## src/rtl/mem_arbiter.sv

```systemverilog
// Two-port arbiter/sequencer in front of the multi-cycle data RAM.
// Define MEM_ARB_RR_EN for round-robin arbitration (default: port 0 priority).
module mem_arbiter #(
  parameter int AW = 32,
  parameter int DW = 32
) (
  input  logic          clk,
  input  logic          rst,
  input  logic          req0,
  input  logic          we0,
  input  logic [AW-1:0] addr0,
  input  logic [DW-1:0] wdata0,
  output logic [DW-1:0] rdata0,
  output logic          ack0,
  output logic          stall0,
  input  logic          req1,
  input  logic          we1,
  input  logic [AW-1:0] addr1,
  input  logic [DW-1:0] wdata1,
  output logic [DW-1:0] rdata1,
  output logic          ack1,
  output logic          stall1,
  output logic          m_cs,
  output logic          m_we,
  output logic [AW-1:0] m_addr,
  output logic [DW-1:0] m_din,
  input  logic [DW-1:0] m_dout,
  input  logic          m_ack
);

  localparam logic [1:0] IDLE = 2'd0;
  localparam logic [1:0] BUSY = 2'd1;
  localparam logic [1:0] DONE = 2'd2;

  logic [1:0]    state;
  logic          grant;
  logic          h_we;
  logic [AW-1:0] h_addr;
  logic [DW-1:0] h_din;
  logic          win;
  logic          start;

  assign start = (state == IDLE) & (req0 | req1);

`ifdef MEM_ARB_RR_EN
  // last = port granted most recently; a tie goes to the other one
  logic last;

  always_comb begin
    win = ~req0;
    if (req0 & req1)
      win = ~last;
  end

  always_ff @(posedge clk) begin
    if (rst)
      last <= 1'b1;
    else if (start)
      last <= win;
  end
`else
  always_comb win = ~req0;
`endif

  always_ff @(posedge clk) begin
    if (rst) begin
      state  <= IDLE;
      grant  <= 1'b0;
      h_we   <= 1'b0;
      h_addr <= '0;
      h_din  <= '0;
      ack0   <= 1'b0;
      ack1   <= 1'b0;
      rdata0 <= '0;
      rdata1 <= '0;
    end else begin
      ack0 <= 1'b0;
      ack1 <= 1'b0;
      unique case (state)
        IDLE: begin
          if (start) begin
            grant  <= win;
            h_we   <= win ? we1 : we0;
            h_addr <= win ? addr1 : addr0;
            h_din  <= win ? wdata1 : wdata0;
            state  <= BUSY;
          end
        end
        BUSY: begin
          if (m_ack) begin
            state <= DONE;
            if (grant)
              ack1 <= 1'b1;
            else
              ack0 <= 1'b1;
            if (!h_we && grant)
              rdata1 <= m_dout;
            if (!h_we && !grant)
              rdata0 <= m_dout;
          end
        end
        DONE:    state <= IDLE;
        default: state <= IDLE;
      endcase
    end
  end

  // slave lines are driven only from the holding registers
  assign m_cs   = (state == BUSY);
  assign m_we   = m_cs & h_we;
  assign m_addr = h_addr;
  assign m_din  = h_din;

  assign stall0 = req0 & ~ack0;
  assign stall1 = req1 & ~ack1;

endmodule

```

## config.mk

```make
export PLATFORM = sky130hd
export DESIGN_NAME = mem_arbiter
export DESIGN_NICKNAME = d
export VERILOG_FILES = /design/src/rtl/mem_arbiter.sv
export SDC_FILE = /design/constraint.sdc
export NUM_CORES = 1
export LEC_CHECK = 0
export CAP_MARGIN = 20
export CORE_ASPECT_RATIO = 0.9
export CORE_MARGIN = 2
export CORE_UTILIZATION = 44
export CTS_CLUSTER_DIAMETER = 30
export CTS_CLUSTER_SIZE = 16
export DETAILED_ROUTE_END_ITERATION = 7
export PLACE_DENSITY = 0.88
export SETUP_SLACK_MARGIN = 0.5
export SLEW_MARGIN = 40
export SYNTH_ARGS = -nofsm -noshare
export SYNTH_HDL_FRONTEND = slang
export SYNTH_SLANG_ARGS = --single-unit
```

## constraint.sdc

```tcl
create_clock -name clk -period 4.2 [get_ports clk]
set_input_delay 0.84 -clock clk [delete_from_list [all_inputs] [get_ports clk]]
set_output_delay 0.84 -clock clk [all_outputs]
set_load 0.02 [all_outputs]
```

* Yosys cells after proc, flatten, opt, wreduce, memory -nomap -nowiden
Cells that the tools add are included.
** Storage, ports and cells
- Latch bits :: 0
- Memories kept :: 0
- Output and inout bits :: 134
- Bits in registers :: 134
- Memory bits (read-only) :: 0
- Input bits :: 167
- Bits in writable memories :: 0
** Operators by class
- Multiply operators :: 0
- Mux-type cells :: 8
- Add/subtract/negate cells :: 0
- Reductions and logical operators :: 10
- Bitwise gates (word level) :: 10
- Eq/ne operators :: 3
- Divide/modulo/power cells :: 0
- Magnitude comparators :: 0
- Shifts and indexed selects :: 0
** Operator list (count)
- 2-to-1 mux 32 bit :: 2
- AND reduction 3 bit :: 2
- NOT 1 bit :: 5
- bitwise AND 1 bit :: 4
- 2-to-1 mux 2 bit :: 2
- one-hot mux 2 bit (2 select lines) :: 1
- AND reduction 2 bit :: 2
- 2-to-1 mux 1 bit :: 3
- OR reduction 3 bit :: 1
- == test 2 x 1 -> 1 bit, second input constant :: 1
- logical AND 1 bit :: 2
- zero test 1 bit :: 2
- zero test 2 bit :: 1
- inequality test 2 x 1 -> 1 bit, second input constant :: 1
- inequality test 2 bit, second input constant :: 1
- bitwise OR 1 bit :: 1

* Depth between registers and ports, before layout
Gate-level depths: netlist of run 1.
- Word-level depth :: 4
- Mapped depth :: 7

* Worst setup path before layout of run 1
Ideal clock, no wire load.
- Path kind :: input to output
- Start :: in req0
- End :: out stall0
- Buffers on the path :: 3
- Setup slack :: 1574 ps
- Required time :: 3360 ps
- Data arrival time :: 1786 ps
- Stages on the path :: 4
- Cell sequence :: clkbuf_1 -> buf_4 -> buf_2 -> nor2b_1
** Between the ends
- Word-level cells in the longest chain between the ends :: 1
** Ends and longest elaborated chain
- from (decl) :: line 9 : input logic req0,
- bitwise AND 1 bit :: line 114 : assign stall0 = req0 & ~ack0;
- to (decl) :: line 15 : output logic stall0,
No other way between the ends.

* Worst setup path after layout of run 1
- Start :: in req1
- End :: out stall1
** Between the ends
- Word-level cells in the longest chain between the ends :: 1
** Ends and longest elaborated chain
- from (decl) :: line 16 : input logic req1,
- bitwise AND 1 bit :: line 115 : assign stall1 = req1 & ~ack1;
- to (decl) :: line 22 : output logic stall1,
No other way between the ends.

==> results of run 1 <==
cell type report:
| class | count | area [um2] | area share |
|---|---|---|---|
| clock inverters | 15 | 170 | 0.0177 |
| clock buffers | 17 | 425 | 0.0442 |
| well taps | 168 | 210 | 0.0218 |
| flip-flops and latches | 134 | 2680 | 0.279 |
| repair buffers | 307 | 3080 | 0.320 |
| multi-input cells | 375 | 3050 | 0.317 |
flip-flops by register name, indices dropped and copies added (netlist names):
| signal | flops |
|---|---|
| h_we | 1 |
| state | 2 |
| grant | 1 |
| m_din | 32 |
| ack0 | 1 |
| rdata1 | 32 |
| ack1 | 1 |
| rdata0 | 32 |
| m_addr | 32 |
cell families (layout without fill, tap and decap cells):
logic type             after synthesis  count (layout)  synth area share
buffers and inverters               55             339            0.0469
DFF                                134             134             0.447
and+or+nand+nor                    113             113             0.119
muxes                              129             129             0.215
AOI/OAI and AO/OA                  133             133             0.172
power by group through the flow:
stage                     clock network [mW]  registers [mW]  logic [mW]
after floorplan                            0            1.55       0.325
after global placement                     0            1.44       0.810
after detailed placement                   0            1.45       0.835
after CTS                               1.52            1.42       0.839
after global routing                    1.57            1.43       0.884
final                                   1.49            1.42       0.834
worst max-delay path, delay by kind of cell:
| kind | cells | cell delay (ns) |
|---|---|---|
| buffers and inverters | 2 | 1.08 |
| AND/OR/NAND/NOR | 1 | 0.13 |
stage by stage:
step           cell area (um2)  utilization  setup WS (ns)
6_report                  9620        0.720           1.31
5_1_grt                   9620        0.720           1.26
4_1_cts                   9620        0.720           1.31
3_5_place_dp              9020        0.675           1.31
3_3_place_gp              9000        0.674           1.32
2_1_floorplan             6000            -           1.57
routing by layer:
metal / track usage / up-vias
met4: 0.114 / 0
li1: - / 2561
met2: 0.442 / 222
met3: 0.0935 / 43
met5: 0 / -
met1: 0.262 / 2467
layout by cell type, fill, tap and decap left out, types with 3 or more instances in the layout:
cell type                         instances
sky130_fd_sc_hd__clkbuf_16               17
sky130_fd_sc_hd__clkdlybuf4s50_1        298
sky130_fd_sc_hd__nand2b_1                97
sky130_fd_sc_hd__a211oi_1                26
sky130_fd_sc_hd__a21oi_1                 67
sky130_fd_sc_hd__mux2i_1                129
sky130_fd_sc_hd__nor2b_1                  3
sky130_fd_sc_hd__clkinv_4                 4
sky130_fd_sc_hd__inv_6                    5
sky130_fd_sc_hd__dfxtp_1                134
sky130_fd_sc_hd__a211oi_2                40
sky130_fd_sc_hd__buf_4                    5
worst min path at each step:
stage	from	cells after the start	to
2_1_floorplan	grant	1	ack0
3_3_place_gp	rdata1[10]	2	rdata1[10]
3_5_place_dp	rdata0[6]	2	rdata0[6]
4_1_cts	rdata1[23]	2	rdata1[23]
5_1_grt	rdata1[23]	2	rdata1[23]
6_report	rdata0[30]	2	rdata0[30]
==> results.md, run 1 <==
Status:
- The flow ran to the end, and the final reports show no timing, DRC or antenna violations.

Run:
- The tool flagged a number of max-cap violations equal to 0.

Hold path:
- The tightest min-delay check is of the flop to flop type.

Die:
- The initial utilization of the core area, before any placement, comes to 0.449.
- 301 I/O pins were placed.
- The total die area is 14600 um2.
- Row generation in the floorplan step produced 40 rows.
- The die is 127 um wide.
- The die is 115 um tall.
- The area of the core is 13400 um2.

Synth:
- The cell taking the most area after synthesis is sky130_fd_sc_hd__dfxtp_1.
- The synthesized area per cell is 10.6 um2.
- The count of unique library cells instantiated by Yosys is 23.
- The share of synthesized area in the top cell type comes to 0.447.
- The number of warnings issued by yosys is 0.
- For this run, the register share of the synthesized area comes to 0.447.
- Counting instances in the post-synthesis netlist gives the leading cell types as sky130_fd_sc_hd__dfxtp_1 (134), sky130_fd_sc_hd__mux2i_1 (129), sky130_fd_sc_hd__nand2b_1 (97), sky130_fd_sc_hd__a21oi_1 (67), sky130_fd_sc_hd__a211oi_2 (40).
- The post-synthesis cell area is 6000 um2.
- The flop and latch count out of synthesis is 134.
- The most common cell in the synthesized netlist is sky130_fd_sc_hd__dfxtp_1.
- The number of synthesized flops with an enable pin is 0.
- Ranked by total cell area, the synthesized netlist is headed by sky130_fd_sc_hd__dfxtp_1 (45%), sky130_fd_sc_hd__mux2i_1 (22%), sky130_fd_sc_hd__nand2b_1 (10%).
- When the netlist entered floorplanning its net count stood at 731.
- For this run, asynchronously set or reset flops after synthesis account for 0.
- The cell count after synthesis is 564.
- The most used flip-flop cell after synthesis is sky130_fd_sc_hd__dfxtp_1.

Cells and area:
- In the final layout, the share of cells above drive strength 1 is 0.103.
- For this run, the post-layout net count is 1002.
- The filler cells instantiated in the layout total 923.
- The finished layout holds 1016 standard cells, fillers aside.
- Compared with the post-synthesis result, the final layout area differs by 60.3%.
- 0 antenna diodes ended up in the layout.

Clocking:
- The insertion delay to the later sink of the worst-skew pair is 0.42 ns.
- The number of hold-repair buffers added at the cts stage is 0.
- The post-CTS setup repair buffer count is 0.
- The buffer levels on the longest clock path is 2.
- The post-cts sizing count is 0.
- The clock transition at the registers of the reported paths is 0.06 ns.
- The TritonCTS buffer count is 17.
- The number of H-tree branching levels is 4.
- TritonCTS built the clock tree.
- The clock net in this run drives a total of 134 sinks.
- Clock tree synthesis selected as its root buffer the cell sky130_fd_sc_hd__clkbuf_16.

Global route:
- The via count of the first global-routing pass is 5351.
- The number of antenna violations at the first check in global routing is 0.
- The global-route total usage across every layer is 0.248.
- The largest net degree at the start of global routing is 92.
- The first global-routing pass estimated 28100 um of wire.
- The total congestion overflow is 0.

Pwr:
- The share of total power in the clock network is 0.399.
- The fraction of power consumed by sequential logic is 0.379.
- Power spread over the standard cell area amounts to 389 nW/um2.
- The leakage power of the design is 3.75 nW.
- The share of total power dissipated in combinational logic is 0.223.
- The switching power is 1.06 mW.
- The worst vdd rail ir drop is 0.283 mV.
- Power comes to 3.75 mW.
- Internal power comes to 2.69 mW.
- The net switching share of the total power is 0.282.

Drt:
- The topmost layer with routed signal wires is met4.
- In the final routed layout, each cell accounts on average for 18.0 um.
- In the detailed route, the total length drawn on met2 is 9240 um.
- Detailed routing placed a total of 1650 um of wire on met3.
- The detailed router put a total of 6860 um of wire on met1.
- The total via count in the routed design is 5293.
- The iteration-0 DRC count of the detailed router is 289.
- The average vias per placed instance is 5.21.
- The wire length reported by the detailed router is 18300 um.
- After detailed routing, the number of remaining DRC violations is 0.
- The number of detailed-route iterations in the first pass is 4.
- The count of nets left with antenna violations once routing finished came out at 0.

Critical path:
- The worst register-to-register path begins at state[0].
- The end of the critical path is stall1.
- STA classifies the critical path endpoint as an output port.
- The required time at the endpoint of the critical path is 3.36 ns.
- The worst setup slack for register-to-register paths is 2.60 ns.
- The endpoint identified for the worst register-to-register timing path is m_addr[8].
- The critical path startpoint category is a primary input.
- The cell that appears most often on the critical path is sky130_fd_sc_hd__clkdlybuf4s50_1.
- For the worst setup path, the data arrival time is 2.05 ns.
- In this design, the stage delay of the slowest critical-path cell is 0.61 ns.
- The signal on the critical path passes through clkdlybuf4s50_1 -> nor2b_1 -> clkdlybuf4s50_1.
- The worst register-to-register path has a depth of 4.
- The slowest library cell on the worst path is sky130_fd_sc_hd__clkdlybuf4s50_1.
- The worst setup path is of the primary input to output port kind.
- Of all nets on the critical path, the largest fanout is 2.
- In this run the worst setup path begins at req1.

STA:
- The setup-violating endpoint count in the final report is 0.
- The slew at the pin with the worst max-slew slack is 0.786 ns.
- The total count of max-transition violations in the final report is 0.
- The final critical delay including setup and external delays is 2.89 ns.
- For the final database, setup skew stands at 0.0135 ns.
- The worst slew slack as a fraction of its limit is 0.476.
- Static timing analysis puts the maximum clock frequency at 0.345 GHz.
- The total negative slack for setup checks is 0 ns.
- The final worst hold slack is 0.475 ns.
- The final number of hold-violating endpoints was 0.
- Setup repair after global routing left no endpoint under its margin.
- In the finished design, the share of the clock period the worst path needs comes to 0.689.

Placed design:
- The placed wire-length estimate after detailed placement is 13100 um.
- The cell count after placement is 984.
- Input and output buffers added on the ports amount to 300.
- The congestion estimate from routability-driven global placement came to 0.839.
(Power assumes the default switching activity.)
==> run 2, diff against run 1 <==
--- a/config.mk
+++ b/config.mk
@@ -8,11 +8,11 @@
 export CAP_MARGIN = 20
 export CORE_ASPECT_RATIO = 0.9
 export CORE_MARGIN = 2
-export CORE_UTILIZATION = 44
+export CORE_UTILIZATION = 37
 export CTS_CLUSTER_DIAMETER = 30
 export CTS_CLUSTER_SIZE = 16
 export DETAILED_ROUTE_END_ITERATION = 7
-export PLACE_DENSITY = 0.88
+export PLACE_DENSITY = 0.79
 export SETUP_SLACK_MARGIN = 0.5
 export SLEW_MARGIN = 40
 export SYNTH_ARGS = -nofsm -noshare
==> constraint.sdc (replaced) <==
create_clock -name clk -period 2.4 [get_ports clk]
set_input_delay 0.48 -clock clk [delete_from_list [all_inputs] [get_ports clk]]
set_output_delay 0.48 -clock clk [all_outputs]
set_load 0.02 [all_outputs]
==> run 2 against run 1 <==
Effect of this change: utilization down 11 points; combinational power is 75% higher; clock skew shrank 0.0048 ns; largest power group unchanged; critical path depth fell by 2; final cell count is 4.2% higher; register-to-register slack got worse by 1.8 ns; worst setup slack worse by 0.76 ns; total power rose by 72%.
==> results.md, run 2 (same netlist as run 1, synthesis figures left out) <==
STA:
- The worst slew slack as a fraction of its limit is 0.504 (+0.0279).
- The final number of hold-violating endpoints came to 0 (unchanged).
- The maximum clock skew at final layout is 0.00866 ns (-0.00483 ns).
- The setup-violating endpoint count in the final report is 0 (unchanged).
- The slew at the pin with the worst max-slew slack is 0.744 ns (-0.0418 ns).
- The setup slack of the critical path after layout is 0.542 ns (-0.763 ns).
- The final cycle utilization of the critical path is 0.774.
- The total negative slack for setup checks is 0 ns (unchanged).
- The final critical delay including setup and external delays is 1.86 ns.
- The total count of max-transition violations in the final report is 0 (unchanged).
- Setup repair after global routing could not meet its margin everywhere.
- Based on the critical path, the design can be clocked at up to 0.538 GHz.

Die:
- The area of the core is 16000 um2 (+20%).
- The effective utilization at floorplan is 0.375 (-0.0745).
- The row count was 44 (+10%).
- The height of the chip is 125 um (+8.7%).
- The total die area came to 17300 um2 (+18%).
- The number of placed I/O pins came to 301 (unchanged).
- The die extent in x is 138 um (+8.8%).

Pwr:
- The switching power is 1.73 mW (+63%).
- The overall power after layout is 6.44 mW (+72%).
- The leakage power of the design was 4.31 nW (+15%).
- The net switching share of the total power was 0.268 (-0.0142).
- The worst vdd rail ir drop is 0.507 mV (+79%).
- The internal power is 4.71 mW (+75%).
- The total power per unit cell area was 658 nW/um2 (+69%).
- The share of total power in the clock network is 0.388 (-0.011).
- The fraction of power consumed by sequential logic came to 0.385 (+0.006).
- The share of total power in combinational logic is 0.226 (+0.003).

Placed design:
- The total cell area at the placement stage was 9160 um2 (+1.5%).
- The worst setup slack before clock tree synthesis is 0.242 ns (-1.07 ns).
- The placed wire-length estimate after detailed placement is 12700 um (-2.7%).
- The count of port buffers added during placement came to 300 (unchanged).
- The final weighted congestion of routability-driven global placement came to 0.757 (-9.7%).

Critical path:
- The worst setup path is captured at an output port.
- The worst reg2reg path depth is 4 (unchanged).
- The setup path with the least slack is of type flop to output port.
- The number of buffer and inverter stages on the critical path is 1 (-1).
- The cell count along the critical path came to 1 (-2).
- The capturing point of the worst reg2reg path is m_addr[3].
- The worst register-to-register path begins at state[1].
- The slowest library cell on the worst path is sky130_fd_sc_hd__clkdlybuf4s50_1.
- The start point of the critical path is m_din[14].
- The worst endpoint data arrival time is 1.38 ns (-0.67 ns).
- The worst setup path is launched from a flop.
- The delay of the slowest critical-path stage is 0.64 ns (+0.03 ns).
- The end of the critical path is m_din[14].
- The required time at the endpoint of the critical path was 1.92 ns (-1.44 ns).
- Grouping stages by cell kind, the critical path spends the most delay in buffers and inverters.
- The largest driver fanout on the critical path is 2 (unchanged).
- Traced cell by cell, the critical path runs through clkdlybuf4s50_1.
- The worst setup slack for register-to-register paths is 0.80 ns (-1.80 ns).

Cells and area:
- The number of inserted diodes is 0 (unchanged).
- The library cells used most frequently in the layout, excluding fill and tap cells, are sky130_fd_sc_hd__clkdlybuf4s50_1 (261), sky130_fd_sc_hd__dfxtp_1 (134), sky130_fd_sc_hd__mux2i_1 (129), sky130_fd_sc_hd__nand2b_1 (97), sky130_fd_sc_hd__a21oi_1 (67).
- The summed area of non-filler cells in the final layout came to 9780 um2 (+1.7%).
- The proportion of layout cells with a drive suffix above 1 came to 0.113 (+0.0101).
- The most common cell after layout, fill and taps aside is sky130_fd_sc_hd__clkdlybuf4s50_1.
- The area growth from synthesis to final layout is 62.9%.
- The final layout net count is 1009 (+0.70%).

Drt:
- The number of detailed-route iterations in the first pass is 4 (unchanged).
- The wire length reported by the detailed router is 17800 um (-2.7%).
- The post-route antenna net violation count is 0 (unchanged).
- The count of unresolved DRC violations after routing is 0 (unchanged).
- The average vias per placed instance was 4.87 (-6.6%).
- The iteration-0 DRC count of the detailed router came to 203 (-30%).
- The routed length per instance was 16.8 um (-6.7%).
- The total via count in the routed design is 5154 (-2.6%).

Global route:
- The largest net degree at the start of global routing is 68 (-26%).
- The total congestion overflow was 0 (unchanged).
- The first-pass GRT wire length is 28400 um (+1.2%).
- The via count of the first global-routing pass is 5312 (-0.73%).
- The global-route total usage across every layer is 0.204 (-0.0434).
- The number of antenna violations at the first check in global routing was 0 (unchanged).

Run:
- The max-capacitance violation count came to 0 (unchanged).

Clocking:
- The TritonCTS buffer count is 17 (unchanged).
- The number of hold-repair buffers added at the cts stage is 0 (unchanged).
- The clock transition at the registers of the reported paths is 0.06 ns (about the same).
- The number of H-tree branching levels is 4 (unchanged).
- The sink count of the clock tree is 134 (unchanged).
- TritonCTS built the clock tree.
- The insertion delay to the later sink of the worst-skew pair is 0.41 ns (about the same).
- The buffer levels on the longest clock path is 2 (unchanged).
- Clock tree synthesis selected as its root buffer the cell sky130_fd_sc_hd__clkbuf_16.

Hold path:
- The type of the tightest min-delay check is flop to flop.

Status:
- The run finished with clean final reports.
## run 2: cell types whose count changed in the layout (fill, tap and decap cells not counted), moves of 2 or more
| cell | before | now |
|---|---|---|
| sky130_fd_sc_hd__clkbuf_2 | 0 | 3 |
| sky130_fd_sc_hd__clkdlybuf4s50_1 | 298 | 261 |
| sky130_fd_sc_hd__dlygate4sd2_1 | 0 | 4 |
| sky130_fd_sc_hd__nor2b_1 | 3 | 1 |
| sky130_fd_sc_hd__buf_12 | 2 | 5 |
| sky130_fd_sc_hd__clkbuf_8 | 0 | 2 |
| sky130_fd_sc_hd__clkinv_4 | 4 | 2 |
| sky130_fd_sc_hd__clkinv_2 | 1 | 4 |
| sky130_fd_sc_hd__nor2b_2 | 0 | 2 |
| sky130_fd_sc_hd__buf_6 | 2 | 0 |
| sky130_fd_sc_hd__inv_6 | 5 | 0 |
| sky130_fd_sc_hd__dlymetal6s2s_1 | 0 | 30 |
| sky130_fd_sc_hd__buf_4 | 5 | 11 |
## run 2: cell type report
| class | count | area, um2 |
|---|---|---|
| fill | 1367 | 6240 |
| timing repair buffer | 314 | 3220 |
| multi-input combinational | 375 | 3060 |
| sequential | 134 | 2680 |
| clock buffer | 20 | 457 |
| tap | 207 | 259 |
| clock inverter | 9 | 105 |
## run 2: power groups by stage
stage | logic (mW) | registers, mW | clock network, mW
after floorplan | 0.569 | 2.71 | 0
after global placement | 1.46 | 2.52 | 0
after detailed placement | 1.48 | 2.53 | 0
after CTS | 1.48 | 2.48 | 2.56
after global routing | 1.55 | 2.50 | 2.66
final | 1.46 | 2.48 | 2.50
## run 2: metal layers
layer | up-vias | part of all wire | track usage
met5 | - | 0 | 0
met4 | 0 | 0.0091 | 0.0516
met3 | 12 | 0.087 | 0.0965
met2 | 190 | 0.48 | 0.340
met1 | 2393 | 0.43 | 0.238
li1 | 2559 | - | -
## run 2: worst min-delay path by stage
| stage | from | to | slack [ns] | cells after the start |
|---|---|---|---|---|
| after detailed placement | rdata1[19] | rdata1[19] | 0.46 | 2 |
| after global placement | rdata1[18] | rdata1[18] | 0.46 | 2 |
| after floorplan | grant | ack0 | 0.48 | 1 |
| after CTS | rdata1[24] | rdata1[24] | 0.47 | 2 |
| after global routing | rdata0[21] | rdata0[21] | 0.49 | 2 |
| final | rdata0[31] | rdata0[31] | 0.47 | 2 |
## run 2: metrics by stage
stage | util | hold WS [ns] | instances
floorplan | - | 0.479 | 564
global placement | 0.571 | 0.457 | 1029
detailed placement | 0.572 | 0.462 | 1030
CTS | 0.606 | 0.474 | 1059
global route | 0.611 | 0.490 | 1059
finish | 0.611 | 0.467 | 1059
## run 2: repair_timing
item / in CTS / in global routing
gates resized for setup: 7 / 37
setup endpoints to repair: 7 / 33
buffers inserted: 0 / 0
==> run 3, diff against run 2 <==
--- a/config.mk
+++ b/config.mk
@@ -8,11 +8,11 @@
 export CAP_MARGIN = 20
 export CORE_ASPECT_RATIO = 0.9
 export CORE_MARGIN = 2
-export CORE_UTILIZATION = 37
+export CORE_UTILIZATION = 41
 export CTS_CLUSTER_DIAMETER = 30
 export CTS_CLUSTER_SIZE = 16
 export DETAILED_ROUTE_END_ITERATION = 7
-export PLACE_DENSITY = 0.79
+export PLACE_DENSITY = 0.83
 export SETUP_SLACK_MARGIN = 0.5
 export SLEW_MARGIN = 40
 export SYNTH_ARGS = -nofsm -noshare
==> constraint.sdc (replaced) <==
create_clock -name clk -period 1.9 [get_ports clk]
set_input_delay 0.38 -clock clk [delete_from_list [all_inputs] [get_ports clk]]
set_output_delay 0.38 -clock clk [all_outputs]
set_load 0.02 [all_outputs]
==> run 3 against run 2 <==
Effect of this change: first-iteration DRC count grew 30%; utilization grew 9.0 points; sequential share of layout area shrank 0.34 points; flip-flop and latch count is the same; total power grew 32%; combinational power grew 41%; critical path depth grew 6; global-route usage grew 4.1 points; largest power group unchanged.
==> results.md, run 3 (same netlist as run 1, synthesis figures left out) <==
Status:
- The flow ran to the end, and the final reports show no timing, DRC or antenna violations.

Pwr:
- The worst vdd rail ir drop is 0.613 mV (+21%).
- The leakage power of the design is 4.38 nW (+1.6%).
- The share of total power in the clock network is 0.388 (about the same).
- The share of total power in combinational logic is 0.242 (+0.016).
- The fraction of power consumed by sequential logic came to 0.370 (-0.015).
- The total power per unit cell area is 858 nW/um2 (+30%).
- The switching power is 2.34 mW (+35%).
- The net switching share of the total power is 0.275 (+0.00671).
- The internal power is 6.17 mW (+31%).

Drt:
- The count of unresolved DRC violations after routing is 0 (unchanged).
- The total via count in the routed design is 5551 (+7.7%).
- The wire length reported by the detailed router came to 20600 um (+16%).
- The average vias per placed instance came to 5.13 (+5.3%).
- The routed length per instance is 19.0 um (+13%).
- The iteration-0 DRC count of the detailed router is 263 (+30%).
- The post-route antenna net violation count was 0 (unchanged).
- The number of detailed-route iterations in the first pass came to 4 (unchanged).

STA:
- The maximum clock skew at final layout is 0.00636 ns (-0.00230 ns).
- The final cycle utilization of the critical path is 0.836.
- The final number of hold-violating endpoints is 0 (unchanged).
- The total count of max-transition violations in the final report is 0 (unchanged).
- The final critical delay including setup and external delays is 1.59 ns.
- The worst slew slack as a fraction of its limit is 0.748 (+0.244).
- Setup repair after global routing could not meet its margin everywhere.
- The slew at the pin with the worst max-slew slack is 0.378 ns (-0.366 ns).
- For this run, the top clock speed supported by timing is 0.629 GHz.
- The final worst hold slack is 0.439 ns (-0.0282 ns).
- The total negative slack for setup checks is 0 ns (unchanged).
- The setup-violating endpoint count in the final report is 0 (unchanged).

Critical path:
- The critical path in this run is classified as flop to flop.
- The slowest library cell on the worst path is sky130_fd_sc_hd__dfxtp_2.
- The worst reg2reg path depth is 7 (+3).
- The critical path startpoint category is a flop.
- The category of cells accounting for the largest share of critical-path delay is buffers and inverters.
- The worst register-to-register path begins at state[0].
- The signal on the critical path passes through buf_4 -> buf_6 -> nor2_4 -> buf_6 -> clkbuf_16 -> a21oi_1 -> a211oi_1.
- The worst setup slack for register-to-register paths was 0.31 ns (-0.49 ns).
- The required time at the endpoint of the critical path is 2.21 ns (+0.29 ns).
- The worst endpoint data arrival time came to 1.89 ns (+0.51 ns).
- The endpoint identified for the worst register-to-register timing path is m_din[8].
- The type of element capturing the critical path is a flop.
- The largest driver fanout on the critical path came to 8 (+6).
- The dominant cell type by count on the critical path is sky130_fd_sc_hd__buf_6.
- The delay of the slowest critical-path stage came to 0.32 ns (-0.32 ns).
- The number of buffer and inverter stages on the critical path is 4 (+3).

Global route:
- The via count of the first global-routing pass is 5717 (+7.6%).
- The total congestion overflow is 0 (unchanged).
- The largest net degree at the start of global routing was 63 (-7.4%).
- The global-route total usage across every layer came to 0.245 (+0.0409).
- The number of antenna violations at the first check in global routing is 0 (unchanged).
- The first-pass GRT wire length came to 30500 um (+7.3%).

Clocking:
- The buffer levels on the longest clock path is 2 (unchanged).
- The insertion delay to the later sink of the worst-skew pair is 0.41 ns (about the same).
- The TritonCTS buffer count is 17 (unchanged).
- The sink count of the clock tree came to 134 (unchanged).
- The clock transition at the registers of the reported paths is 0.06 ns (about the same).
- The cell sitting at the root of the clock tree is a sky130_fd_sc_hd__clkbuf_16.
- TritonCTS built the clock tree.
- The number of H-tree branching levels is 4 (unchanged).

Hold path:
- The cell depth of the worst min-delay path is 3 (+1).
- The min-delay analysis places its worst path in the category primary input to flop.
- The worst-case hold path end point is m_addr[22].
- The startpoint of the lowest-slack hold path is rst.

Cells and area:
- The number of cells in the finished layout apart from fillers is 1083 (+2.3%).
- The area growth from synthesis to layout is 65.2%.
- The most common cell after layout, fill and taps aside is sky130_fd_sc_hd__clkdlybuf4s50_1.
- Leaving out fill and tap cells, the most frequent cells in the layout are sky130_fd_sc_hd__clkdlybuf4s50_1 (162), sky130_fd_sc_hd__dfxtp_1 (131), sky130_fd_sc_hd__buf_2 (130), sky130_fd_sc_hd__mux2i_1 (129), sky130_fd_sc_hd__nand2b_1 (97).
- The final layout net count was 1044 (+3.5%).
- The number of inserted diodes is 0 (unchanged).
- The proportion of layout cells with a drive suffix above 1 was 0.355 (+0.242).

Placed design:
- The cell count after placement is 1023 (-0.68%).
- The final weighted congestion of routability-driven global placement is 0.823 (+8.7%).
- The placed wire-length estimate after detailed placement was 13800 um (+8.6%).
- The count of port buffers added during placement is 300 (unchanged).

Die:
- The number of placed I/O pins came to 301 (unchanged).
- The die extent in x came to 132 um (-4.9%).
- The row count was 41 (-6.8%).
- The effective utilization at floorplan is 0.424 (+0.0493).
- The height of the chip is 119 um (-4.8%).
- The total die area is 15600 um2 (-9.5%).
- The area of the core came to 14200 um2 (-12%).

Run:
- The max-capacitance violation count is 0 (unchanged).
-- run 3: cell count changes in the layout (fill, tap and decap cells not counted), sizes merged, moves of 2 or more --
| cell | before | now |
|---|---|---|
| and2 | 3 | 5 |
| clkbuf | 23 | 31 |
| dlymetal6s2s | 30 | 0 |
| dlygate4sd2 | 4 | 2 |
| clkdlybuf4s50 | 261 | 162 |
| buf | 16 | 174 |
-- run 3: per-layer routing --
| layer | global-route usage | part of all wire |
|---|---|---|
| met2 | 0.447 | 0.52 |
| met3 | 0.0970 | 0.080 |
| met4 | 0.0754 | 0.017 |
| met1 | 0.260 | 0.39 |
| met5 | 0 | 0 |
-- run 3: per-stage QoR --
| stage | utilization | setup WS, ns | power, mW | cell area, um2 |
|---|---|---|---|---|
| final | 0.701 | 0.311 | 8.51 | 9920 |
| after detailed placement | 0.662 | -0.193 | 5.17 | 9370 |
| after global placement | 0.662 | -0.196 | 5.11 | 9370 |
| after global routing | 0.701 | 0.283 | 8.83 | 9920 |
| after floorplan | - | 0.418 | 4.21 | 6170 |
| after CTS | 0.670 | 0.368 | 8.35 | 9490 |
-- run 3: tightest hold or removal path, cell delays in order --
cell and delay (ns):
sky130_fd_sc_hd__buf_4 0.13, sky130_fd_sc_hd__buf_12 0.22, sky130_fd_sc_hd__a211oi_2 0.05
-- run 3: worst max-delay path by stage --
stage,end,cells past startpoint,slack [ns],startpoint
finish,m_din[8],7,0.31,state[0]
global route,m_din[8],7,0.28,state[0]
CTS,m_we,3,0.37,state[0]
detailed placement,stall1,3,-0.19,req1
global placement,stall1,3,-0.20,req1
floorplan,m_addr[10],7,0.42,req0
-- run 3: power groups by stage --
stage | sequential (mW) | combinational, mW | clock, mW
finish | 3.15 | 2.06 | 3.30
global placement | 3.19 | 1.92 | 0
CTS | 3.14 | 1.85 | 3.35
detailed placement | 3.21 | 1.97 | 0
floorplan | 3.44 | 0.779 | 0
global route | 3.17 | 2.17 | 3.49
-- run 3: area by class of cell --
cell class              instances  area [um2]
clock buffers                  22         464
repair buffers                347        3080
well taps                     193         241
fillers                      1077        4240
flip-flops and latches        134        2690
clock inverters                10         128
multi-input cells             377        3310
-- run 3: timing repair --
action	in CTS	in global routing
setup endpoints to repair	244	92
pin swaps	4	13
gates cloned	4	9
hold buffers	0	0
resized for setup	561	36
setup buffers	4	11
